## src/rtl/wb_host_pkg.sv

```systemverilog
// Shared definitions for the Wishbone host master.
// Holds the FSM state encoding, Wishbone bus widths and the default
// read-data pattern returned when a read times out.
package wb_host_pkg;

  localparam int WB_ADR_W = 32;
  localparam int WB_DAT_W = 32;
  localparam int WB_SEL_W = 4;
  localparam int CNT_W    = 16;

  localparam logic [WB_DAT_W-1:0] ERR_DATA_DEFAULT = 32'hDEADBEEF;

  typedef enum logic [1:0] {
    ST_IDLE = 2'd0,
    ST_BUS  = 2'd1,
    ST_RESP = 2'd2
  } state_t;

endpackage : wb_host_pkg

```

## src/rtl/wb_host_master.sv

```systemverilog
// Wishbone classic single-transaction host master.
// A command (we/adr/dat/sel) is accepted in IDLE, issued on the bus for as
// long as it takes the responder to ack, and the result is held on the
// response port until consumed.
//
// Optional feature: define WB_HOST_MASTER_TIMEOUT_EN to enable the bus
// wait counter. When enabled, a transaction with no ack after
// TIMEOUT_CYCLES bus cycles is aborted and answered with rsp_err_o = 1
// (read data ERR_DATA). When undefined the master waits for ack forever
// and rsp_err_o is tied low.
//
// Ports:
//   wb_clk_i, wb_rst_i            clock, synchronous active-high reset
//   cmd_valid_i / cmd_ready_o     command handshake
//   cmd_we_i, cmd_adr_i,
//   cmd_dat_i, cmd_sel_i          command payload
//   rsp_valid_o / rsp_ready_i     response handshake
//   rsp_dat_o, rsp_err_o          response payload (data 0 for writes)
//   wbm_cyc_o ... wbm_dat_o       Wishbone initiator outputs
//   wbm_ack_i, wbm_dat_i          Wishbone responder inputs
//   busy_o                        high whenever not IDLE
module wb_host_master
  import wb_host_pkg::*;
#(
  parameter int unsigned          TIMEOUT_CYCLES = 255,
  parameter logic [WB_DAT_W-1:0]  ERR_DATA       = ERR_DATA_DEFAULT
) (
  input  logic                wb_clk_i,
  input  logic                wb_rst_i,
  input  logic                cmd_valid_i,
  output logic                cmd_ready_o,
  input  logic                cmd_we_i,
  input  logic [WB_ADR_W-1:0] cmd_adr_i,
  input  logic [WB_DAT_W-1:0] cmd_dat_i,
  input  logic [WB_SEL_W-1:0] cmd_sel_i,
  output logic                rsp_valid_o,
  input  logic                rsp_ready_i,
  output logic [WB_DAT_W-1:0] rsp_dat_o,
  output logic                rsp_err_o,
  output logic                wbm_cyc_o,
  output logic                wbm_stb_o,
  output logic                wbm_we_o,
  output logic [WB_SEL_W-1:0] wbm_sel_o,
  output logic [WB_ADR_W-1:0] wbm_adr_o,
  output logic [WB_DAT_W-1:0] wbm_dat_o,
  input  logic                wbm_ack_i,
  input  logic [WB_DAT_W-1:0] wbm_dat_i,
  output logic                busy_o
);

  state_t                state_reg, state_next;
  logic                  we_reg, we_next;
  logic [WB_ADR_W-1:0]   adr_reg, adr_next;
  logic [WB_DAT_W-1:0]   dat_reg, dat_next;
  logic [WB_SEL_W-1:0]   sel_reg, sel_next;
  logic [WB_DAT_W-1:0]   rsp_dat_reg, rsp_dat_next;

`ifdef WB_HOST_MASTER_TIMEOUT_EN
  // Counter holds (bus cycles elapsed - 1); the last permitted cycle is
  // the one where it equals TIMEOUT_CYCLES-1.
  localparam logic [CNT_W-1:0] CNT_LAST = CNT_W'(TIMEOUT_CYCLES - 1);
  logic [CNT_W-1:0]      cnt_reg, cnt_next;
  logic                  rsp_err_reg, rsp_err_next;
`endif

  // Next-state and datapath-next logic.
  always_comb begin
    state_next   = state_reg;
    we_next      = we_reg;
    adr_next     = adr_reg;
    dat_next     = dat_reg;
    sel_next     = sel_reg;
    rsp_dat_next = rsp_dat_reg;
`ifdef WB_HOST_MASTER_TIMEOUT_EN
    cnt_next     = '0;
    rsp_err_next = rsp_err_reg;
`endif
    case (state_reg)
      ST_IDLE: begin
        if (cmd_valid_i) begin
          we_next    = cmd_we_i;
          adr_next   = cmd_adr_i;
          // Reads never present write data on the bus.
          dat_next   = cmd_we_i ? cmd_dat_i : '0;
          sel_next   = cmd_sel_i;
          state_next = ST_BUS;
        end
      end
      ST_BUS: begin
        // Ack is checked first so it wins over a simultaneous timeout.
        if (wbm_ack_i) begin
          rsp_dat_next = we_reg ? '0 : wbm_dat_i;
`ifdef WB_HOST_MASTER_TIMEOUT_EN
          rsp_err_next = 1'b0;
`endif
          state_next   = ST_RESP;
        end
`ifdef WB_HOST_MASTER_TIMEOUT_EN
        else if (cnt_reg == CNT_LAST) begin
          rsp_dat_next = we_reg ? '0 : ERR_DATA;
          rsp_err_next = 1'b1;
          state_next   = ST_RESP;
        end else begin
          cnt_next = cnt_reg + 1'b1;
        end
`endif
      end
      ST_RESP: begin
        // Returning to IDLE here means the next command is only accepted
        // one cycle after the response is consumed.
        if (rsp_ready_i) begin
          state_next = ST_IDLE;
        end
      end
      default: begin
        state_next = ST_IDLE;
      end
    endcase
  end

  always_ff @(posedge wb_clk_i) begin
    if (wb_rst_i) begin
      state_reg   <= ST_IDLE;
      we_reg      <= 1'b0;
      adr_reg     <= '0;
      dat_reg     <= '0;
      sel_reg     <= '0;
      rsp_dat_reg <= '0;
`ifdef WB_HOST_MASTER_TIMEOUT_EN
      cnt_reg     <= '0;
      rsp_err_reg <= 1'b0;
`endif
    end else begin
      state_reg   <= state_next;
      we_reg      <= we_next;
      adr_reg     <= adr_next;
      dat_reg     <= dat_next;
      sel_reg     <= sel_next;
      rsp_dat_reg <= rsp_dat_next;
`ifdef WB_HOST_MASTER_TIMEOUT_EN
      cnt_reg     <= cnt_next;
      rsp_err_reg <= rsp_err_next;
`endif
    end
  end

  // cyc/stb come straight from the state register, so they are glitch
  // free and drop the cycle after ack, timeout or reset.
  assign wbm_cyc_o   = (state_reg == ST_BUS);
  assign wbm_stb_o   = (state_reg == ST_BUS);
  assign wbm_we_o    = we_reg;
  assign wbm_adr_o   = adr_reg;
  assign wbm_dat_o   = dat_reg;
  assign wbm_sel_o   = sel_reg;

  assign cmd_ready_o = (state_reg == ST_IDLE);
  assign busy_o      = (state_reg != ST_IDLE);
  assign rsp_valid_o = (state_reg == ST_RESP);
  assign rsp_dat_o   = rsp_dat_reg;
`ifdef WB_HOST_MASTER_TIMEOUT_EN
  assign rsp_err_o   = rsp_err_reg;
`else
  assign rsp_err_o   = 1'b0;
`endif

endmodule : wb_host_master
```

## config.mk

```make
export PLATFORM = sky130hd
export DESIGN_NAME = wb_host_master
export DESIGN_NICKNAME = d
export VERILOG_FILES = /design/src/rtl/wb_host_pkg.sv /design/src/rtl/wb_host_master.sv
export SDC_FILE = /design/constraint.sdc
export NUM_CORES = 1
export LEC_CHECK = 0
export ABC_AREA = 1
export BUFFER_PORTS_ARGS = -buffer_cell sky130_fd_sc_hd__buf_2
export CORE_MARGIN = 2
export CORE_UTILIZATION = 48
export CTS_CLUSTER_DIAMETER = 40
export DETAILED_ROUTE_END_ITERATION = 8
export PLACE_DENSITY = 0.79
export SLEW_MARGIN = 20
export SYNTH_ARGS = -nofsm -noshare
export SYNTH_HDL_FRONTEND = slang
export SYNTH_SLANG_ARGS = --single-unit
export TNS_END_PERCENT = 20
```

## constraint.sdc

```tcl
create_clock -name wb_clk_i -period 2.42 [get_ports wb_clk_i]
set_input_delay 0.121 -clock wb_clk_i [delete_from_list [all_inputs] [get_ports wb_clk_i]]
set_output_delay 0.121 -clock wb_clk_i [all_outputs]
set_load 0.02 [all_outputs]
```

==> impl_metrics.ini <==
[status]
status = completed

[critical_path]
timing.reg2reg.setup_slack_ns = 0.93
cp.arrival_ns = 1.72
r2r-end = wbm_dat_o[6]
reg2reg_depth = 4
crit_path_start_kind = register
worstSetupEndpointType = primary output
required_ns = 2.30
rr_startpoint = state_reg[1]
crit_type = reg2out
cp_max_fo = 70

[clock_network]
worstSkewPairLatency_ns = 0.35
cts_root_buffer = clkbuf_8
cts.reportedPaths.clkPinSlew_ns = 0.10
clock_path_buffers = 2
clkSinkCount = 103
hold_buffers = 0
cts_inserted_buffers = 9
cts.repair.resized = 0
htree_levels = 3
post_cts.repair.setup_buffers = 0
cts_tree = built

[timing]
final-hold-violation-count = 0
relSlewSlack = 0.523
post-route-period-util = 0.762
worst_pin_slew_ns = 0.715
max_freq_ghz = 0.542
setup_tns_ns = 0
rsz0062_at_grt = false
fin_crit_ns = 1.85
fin_ws_ns = 0.575
finClkSkew_ns = 0.00721
drv_slew = 0
setup_violations = 0

[layout]
fin_cells = 1018
fin_util = 0.635
nets = 989
layout-drive-gt1-share = 0.273
syn2layout_area_growth_pct = 27.4

[routing]
viasPerCell = 4.63
ant_nets = 0
routedWlPerCell_um = 11.6
drtPass1Iterations = 5
routed-via-count = 4713
wirelength_um = 11800
dr.first_iter.drc_count = 186
drcViolationCount = 0

[power]
max-vdd-ir-drop_uv = 324
power_mw = 3.74
powerDensity_nw_per_um2 = 634
p_leak_nw = 3.36

[yosys]
syn_inst = 703
syn_area_um2 = 4630
yosysSeqAreaShare = 0.446
ys_warn_count = 0
syn_area_per_cell_um2 = 6.58
yosys_register_bits = 103
synth.distinct_cells = 15
syn_nets = 809

[floorplanning]
initial_utilization = 0.499
rows = 35
die_w_um = 102
die_h_um = 102
ioPinCount = 213
die_area_um2 = 10400
core_um2 = 9280

[placed_design]
placed_cells = 1001
gp_congestion = 0.779
dp_hpwl_um = 8020
dpl_worst_slack_ns = 0.942
port_buffers = 211

[global_route]
track_usage = 0.222
grt_overflow_total = 0
grt_pass1_vias = 4147
grt_first_pass_wirelength_um = 18600
antenna_found_initial = 1
grt_start_max_net_pins = 71

[hold_path]
min-delay-start = rsp_ready_i
min_path_cells = 4
hold_class = in2reg
min_to = state_reg[1]

[run]
cap_violations = 0
[cells in the final DEF (no fill, tap or decap), drive strengths merged]
cell type  Yosys  routed
a21oi         35      35
buf           35     220
bufinv         0       1
clkbuf        16      10
clkinv         0       3
clkinvlp       0       1
conb           1       1
dfxtp        103     103
diode          0       1
inv          103     104
nand2        202     202
nand3         65      65
nand3b        36      36
nor2         107     107
[power by group]
group	total [mW]	internal, mW	switching (mW)	leakage [nW]
sequential	1.86	1.81	0.0538	0.845
clock	1.07	0.485	0.585	0.0969
combinational	0.810	0.290	0.519	2.42
[per-stage QoR]
step / area [um^2] / hold WS (ns)
2_1_floorplan: 4630 / 0.289
3_5_place_dp: 5700 / 0.401
4_1_cts: 5890 / 0.00638
6_report: 5900 / 0.0267
3_3_place_gp: 5700 / 0.399
5_1_grt: 5890 / 0.0257
[synthesized netlist by cell type]
library cell	n	area, um^2
dfxtp_1	103	2060
nand3_1	65	325
inv_2	4	15.0
nand2_2	1	6.26
nor2_1	105	394
nand3b_1	36	270
nand2_1	201	754
clkbuf_1	16	60.1
buf_1	10	37.5
inv_1	99	372
nor2_4	2	22.5
buf_2	23	115
a21oi_1	35	175
conb_1	1	3.75
buf_4	2	15.0
[area by class of cell]
cell class	instances	area, um^2
diodes	1	2.50
clock buffers	10	128
clock inverters	6	68.8
fillers	933	3390
inverters	103	387
multi-input cells	446	1950
flip-flops and latches	103	2060
well taps	129	161
repair buffers	220	1140
[metal layers]
metal | routed length (um) | global-route usage
met3 | 1170 | 0.0752
met1 | 5030 | 0.270
met4 | 163 | 0.0677
met5 | 0 | 0
met2 | 5400 | 0.372
[worst max path at each step]
| stage | startpoint | endpoint | slack [ns] |
|---|---|---|---|
| after floorplan | state_reg[0] | wbm_stb_o | 1.29 |
| after global placement | state_reg[1] | cmd_ready_o | 0.95 |
| after detailed placement | state_reg[0] | wbm_dat_o[17] | 0.94 |
| after CTS | state_reg[1] | cmd_ready_o | 0.55 |
| after global routing | state_reg[1] | cmd_ready_o | 0.47 |
| final | state_reg[1] | cmd_ready_o | 0.57 |
[critical path: stages, from the launching register on]
cell and delay (ns):
dfxtp_1 0.37, nor2_4 0.11, buf_4 0.57, buf_2 0.29
[logic make-up (layout without fill, tap and decap cells)]
family                 Yosys count  after routing  synth area share
other                            1              2          0.000810
AOI/OAI and AO/OA               35             35            0.0378
buffers and inverters          154            339             0.133
and+or+nand+nor                410            410             0.383
DFF                            103            103             0.446
No activity file was read; power rests on OpenSTA's default activity.
